==> config.mk <==
export PLATFORM = sky130hd
export DESIGN_NAME = script_loader
export DESIGN_NICKNAME = d
export VERILOG_FILES = /design/src/rtl/kitchen_pkg.sv /design/src/rtl/script_ram.sv /design/src/rtl/script_loader.sv
export SDC_FILE = /design/constraint.sdc
export NUM_CORES = 2
export LEC_CHECK = 0
export BUFFER_PORTS_ARGS = -buffer_cell sky130_fd_sc_hd__buf_2
export CAP_MARGIN = 0
export CELL_PAD_IN_SITES_DETAIL_PLACEMENT = 1
export CELL_PAD_IN_SITES_GLOBAL_PLACEMENT = 2
export CORE_MARGIN = 2
export CORE_UTILIZATION = 40
export CTS_CLUSTER_DIAMETER = 60
export DETAILED_ROUTE_END_ITERATION = 6
export PLACE_DENSITY = 0.63
export SLEW_MARGIN = 5
export SYNTH_ARGS = -nofsm -noshare
export SYNTH_HDL_FRONTEND = slang
export SYNTH_SLANG_ARGS = --single-unit
==> constraint.sdc <==
create_clock -name clk -period 3.8 [get_ports clk]
set_clock_uncertainty 0.1 [all_clocks]
set_input_delay 0.76 -clock clk [delete_from_list [all_inputs] [get_ports clk]]
set_output_delay 0.76 -clock clk [all_outputs]
set_load 0.05 [all_outputs]
==> src/rtl/kitchen_pkg.sv <==
// Shared encodings for the script loader and executor.
// State enum, executor opcode fields and the end-game word.
package kitchen_pkg;

  typedef enum logic [1:0] {
    S_IDLE,
    S_LOAD,
    S_READY,
    S_ERR
  } loader_state_t;

  localparam logic [4:0] OP_START      = 5'b01100;
  localparam logic [4:0] OP_WAIT       = 5'b01101;
  localparam logic [4:0] OP_WAIT_UNTIL = 5'b01110;
  localparam logic [4:0] OP_END        = 5'b10100;

  localparam logic [15:0] END_WORD = {11'd0, OP_END};

endpackage

==> src/rtl/script_ram.sv <==
// Script byte store: one synchronous write port and two
// asynchronous read ports (rdata_a/rdata_b) for pc and pc+1.
module script_ram #(
  parameter int DEPTH = 256,
  localparam int AW = $clog2(DEPTH)
) (
  input  logic          clk,
  input  logic          we,
  input  logic [AW-1:0] waddr,
  input  logic [7:0]    wdata,
  input  logic [AW-1:0] raddr_a,
  input  logic [AW-1:0] raddr_b,
  output logic [7:0]    rdata_a,
  output logic [7:0]    rdata_b
);

  logic [7:0] mem [DEPTH];

  always_ff @(posedge clk) begin
    if (we) mem[waddr] <= wdata;
  end

  assign rdata_a = mem[raddr_a];
  assign rdata_b = mem[raddr_b];

endmodule

==> src/rtl/script_loader.sv <==
// Loads script bytes from UART rx into a buffer and serves the
// 16-bit word at pc; ports: load_en/rx_*/pc in, script/status out.
module script_loader #(
  parameter int          DEPTH    = 256,
  parameter logic [15:0] END_WORD = kitchen_pkg::END_WORD,
  localparam int AW = $clog2(DEPTH)
) (
  input  logic          clk,
  input  logic          rst,
  input  logic          load_en,
  input  logic [7:0]    rx_data,
  input  logic          rx_valid,
  input  logic [AW-1:0] pc,
  output logic [15:0]   script,
  output logic [AW:0]   script_len,
  output logic [7:0]    checksum,
  output logic          loaded,
  output logic          load_err,
  output logic          busy
);

  import kitchen_pkg::*;

  localparam logic [AW:0] FULL = (AW+1)'(DEPTH);

  loader_state_t state, state_nx;

  logic          load_q;
  logic          rise;
  logic          fall;
  logic          take;
  logic          ovf;
  logic [AW:0]   len_inc;
  logic [AW:0]   pc_end;
  logic [AW-1:0] pc_hi;
  logic          hit;
  logic [7:0]    rd_lo;
  logic [7:0]    rd_hi;

  assign rise = load_en & ~load_q;
  assign fall = ~load_en & load_q;

  assign take = (state == S_LOAD) && rx_valid
             && (script_len != FULL);
  assign ovf  = (state == S_LOAD) && rx_valid
             && (script_len == FULL);

  // length after this cycle's byte, so a byte coincident
  // with the falling edge counts toward the even check
  assign len_inc = script_len + {{AW{1'b0}}, take};

  always_ff @(posedge clk or negedge rst) begin
    if (!rst) begin
      load_q <= 1'b0;
      state  <= S_IDLE;
    end else begin
      load_q <= load_en;
      state  <= state_nx;
    end
  end

  always_comb begin
    state_nx = state;
    if (rise) begin
      state_nx = S_LOAD;
    end else if (state == S_LOAD) begin
      if (ovf)
        state_nx = S_ERR;
      else if (fall)
        state_nx = (len_inc != '0 && !len_inc[0])
                 ? S_READY : S_ERR;
    end
  end

  always_ff @(posedge clk or negedge rst) begin
    if (!rst) begin
      script_len <= '0;
      checksum   <= '0;
    end else if (rise) begin
      script_len <= '0;
      checksum   <= '0;
    end else if (take) begin
      script_len <= len_inc;
      checksum   <= checksum + rx_data;
    end
  end

  script_ram #(.DEPTH(DEPTH)) u_ram (
    .clk     (clk),
    .we      (take),
    .waddr   (script_len[AW-1:0]),
    .wdata   (rx_data),
    .raddr_a (pc),
    .raddr_b (pc_hi),
    .rdata_a (rd_lo),
    .rdata_b (rd_hi)
  );

  // pc+1 wraps in the address but not in the 9-bit
  // compare, so pc=255 never serves {mem[0],mem[255]}
  assign pc_hi  = pc + {{(AW-1){1'b0}}, 1'b1};
  assign pc_end = {1'b0, pc} + {{AW{1'b0}}, 1'b1};
  assign hit    = (state == S_READY)
               && (pc_end < script_len);

  always_ff @(posedge clk or negedge rst) begin
    if (!rst)
      script <= END_WORD;
    else
      script <= hit ? {rd_hi, rd_lo} : END_WORD;
  end

  assign busy     = (state == S_LOAD);
  assign loaded   = (state == S_READY);
  assign load_err = (state == S_ERR);

endmodule

==> out/summary.txt <==
status: complete, no violations
Post-DP HPWL: 243 mm
data required time at the worst endpoint: 4.46 ns
Sw Ratio: 0.251
Clock Tree Buf Depth: 3
top post-synthesis cells by area: edfxtp_1, mux4_2, nand2_1, nor2_1, mux2i_1
CP startpoint kind: primary input
wirelength, routed: 351 mm
layout cells sized above 1: 0.393
Placed Area: 108,000 sq um
Async SR Flop Fraction: 0.0173
largest net degree at the start of global routing: 194
Psw: 13,600 uW
RSZ-0062 raised after global routing: false
fmax: 0.272 GHz
HP Class: in -> reg
Resized cells post-CTS: 0
Int Power: 40,800 uW
Slew HR: 0.138
RR Startpoint: script_len[2]
clock group share of total power: 0.412
period utilization: 0.969
global route overflow: 0
die width: 500 microns
leak pwr: 0.0374 uW
Critical Path Fanout Max: 7
CTS tree: built
Final Max Slew Viols: 0
Worst setup EP type: register
synth warn: 0
DRC: 0
Util after Layout: 0.472
PortBufs: 55
Mapped Cells: 5,069
Gate power share: 0.122
P&R area growth vs syn: 17.1%
FF-to-FF setup slack: 0.26 ns
min-delay src: rx_data[5]
row count: 181
count leader, synth: edfxtp_1
vias in the first global route: 59,686
syn_nets: 5,109
Post-synth EDFFs: 2,048
IO Pins: 56
post-synthesis register bit count: 2,084
Yosys cell types: 71
die height: 500 microns
vias post-DR: 58,577
Slew @ Worst Pin: 1.29 ns
die area: 250,000 sq um
Tot Pwr: 54,400 uW
Synth top cells by count: edfxtp_1, mux4_2, nand2_1, nor2_1, nand3_1
fin area: 115,000 sq um
RePlAce Congestion: 0.940
max-cap viol count: 0
Routed Antenna Nets: 0
post-DR vias/cell: 6.44
first-pass GRT wire length: 488 mm
Final Hold Fails: 0
# fillers: 22,490
CP Class: in -> reg
clock tree sinks: 2,084
area taken by flip-flops and latches: 62,400 sq um
fin worst setup slack: 0.119 ns
starting density of the core: 0.403
Setup TNS: 0 ns
sequential share of the synthesized area: 0.635
Critical path origin: pc[0]
worst vdd rail ir drop: 0.000425 V
placeable core region: 244,000 sq um
Pwr Density: 473 nW/um^2
initial antenna violation count: 21
wire length per cell: 38.6 microns
final setup vio count: 0
Clock Pin Slew Worst Setup and Hold Paths: 0.06 ns
fin crit period: 3.68 ns
Mapped Area: 98,300 sq um
nets: 5,724
Seq pwr share: 0.466
Inserted Clock Buffers: 233
Total Routing Usage GR: 0.281
root buf cell: clkbuf_16
top_reg_cell synth: edfxtp_1
worst slack at placement: -0.744 ns
H-Tree Depth: 4
Iter 0 DRT Violations: 7,609
area occupied by multi-input gates: 33,700 sq um
first-pass detailed-route iteration total: 5
crit path DAT: 4.34 ns
Syn Area/Cell: 19.4 sq um
worst skew pair latency: 0.90 ns
top cell type's share of synthesized area: 0.626
Synth area leader: edfxtp_1
## worst max-delay path, cell delays in order
cell and delay (ns):
buf_12 0.13, ha_4 0.41, buf_12 0.17, buf_4 0.19, mux4_2 0.54, mux2i_1 0.19
buf_4 0.15, mux4_2 0.23, nor2_1 0.07, a311oi_1 0.79, buf_4 0.26, o31a_1 0.31
nor4_1 0.10
## routing by layer
metal / wire [microns] / share of wire / up-vias / global-route usage
li1: - / - / 22850 / -
met1: 148000 / 0.42 / 32517 / 0.406
met2: 161000 / 0.46 / 2779 / 0.427
met3: 30700 / 0.087 / 427 / 0.0608
met4: 11300 / 0.032 / 4 / 0.0880
met5: 21 / 0.000060 / - / 0
## registers in the layout, indices dropped and copies added, names as in the netlist
signal,count
u_ram.mem,2048
checksum,8
script,16
state,2
script_len,9
load_q,1
## layout make-up
cell class,instances,share of cell area
clock inverter,163,0.0125
antenna,16,0.000348
clock buffer,272,0.0521
multi-input combinational,2554,0.292
tap,3202,0.0348
inverter,26,0.00100
sequential,2084,0.542
timing repair buffer,785,0.0645
## per-stage QoR
| stage | hold slack, ns | std cells |
|---|---|---|
| global placement | 0.438 | 8648 |
| finish | 0.107 | 9102 |
| floorplan | 0.364 | 5069 |
| global route | 0.0796 | 9100 |
| CTS | 0.0407 | 9086 |
| detailed placement | 0.453 | 8648 |
## cell usage in the layout (no fill, tap or decap), types with 15 or more instances in the layout
cell type / n
a211oi_1: 26
a21oi_1: 46
a22oi_1: 20
a311oi_1: 27
a31oi_1: 17
a32oi_1: 30
and2_1: 17
and3_1: 26
buf_12: 125
buf_2: 44
buf_4: 603
bufinv_16: 22
clkbuf_1: 38
clkbuf_16: 234
clkinv_1: 65
clkinv_2: 41
dfrtp_1: 34
diode_2: 16
edfxtp_1: 2048
ha_1: 18
inv_1: 20
mux2i_1: 95
mux4_2: 1148
nand2_1: 420
nand3_1: 155
nand4_1: 16
nor2_1: 303
nor4_1: 15
o22ai_1: 18
## final timing paths
path / end / depth (start not counted)
worst min-delay path: u_ram.mem[77][5] / 1
worst min register to register: checksum[3] / 2
worst max-delay path: script[13] / 13
max in group asynchronous: script[2] / 3
worst max register to register: state[0] / 12
min in group asynchronous: checksum[7] / 2
## cells by family after synthesis
kind of cell / Yosys count / synth area share
XOR/XNOR: 17 / 0.00178
AND/OR/NAND/NOR: 1003 / 0.0431
flip-flops: 2084 / 0.635
AO/OA/AOI/OAI: 261 / 0.0196
adder cells (fa/ha/maj): 20 / 0.00262
buffers and inverters: 431 / 0.0238
multiplexers: 1253 / 0.274
## power groups by stage
stage          Clock (uW)  Combinational (uW)  Sequential [uW]
6_report            22400                6630            25300
5_1_grt             23500                6950            25300
4_1_cts             22700                6640            25300
3_5_place_dp            0                6610            25800
3_3_place_gp            0                6600            25800
2_1_floorplan           0                3360            26000
## repair_timing
action                                 4_1_cts  5_1_grt
endpoints found under the hold margin       25        0
hold buffers                                 3        0
setup buffers                                0        0
(Power assumes the default switching activity.)
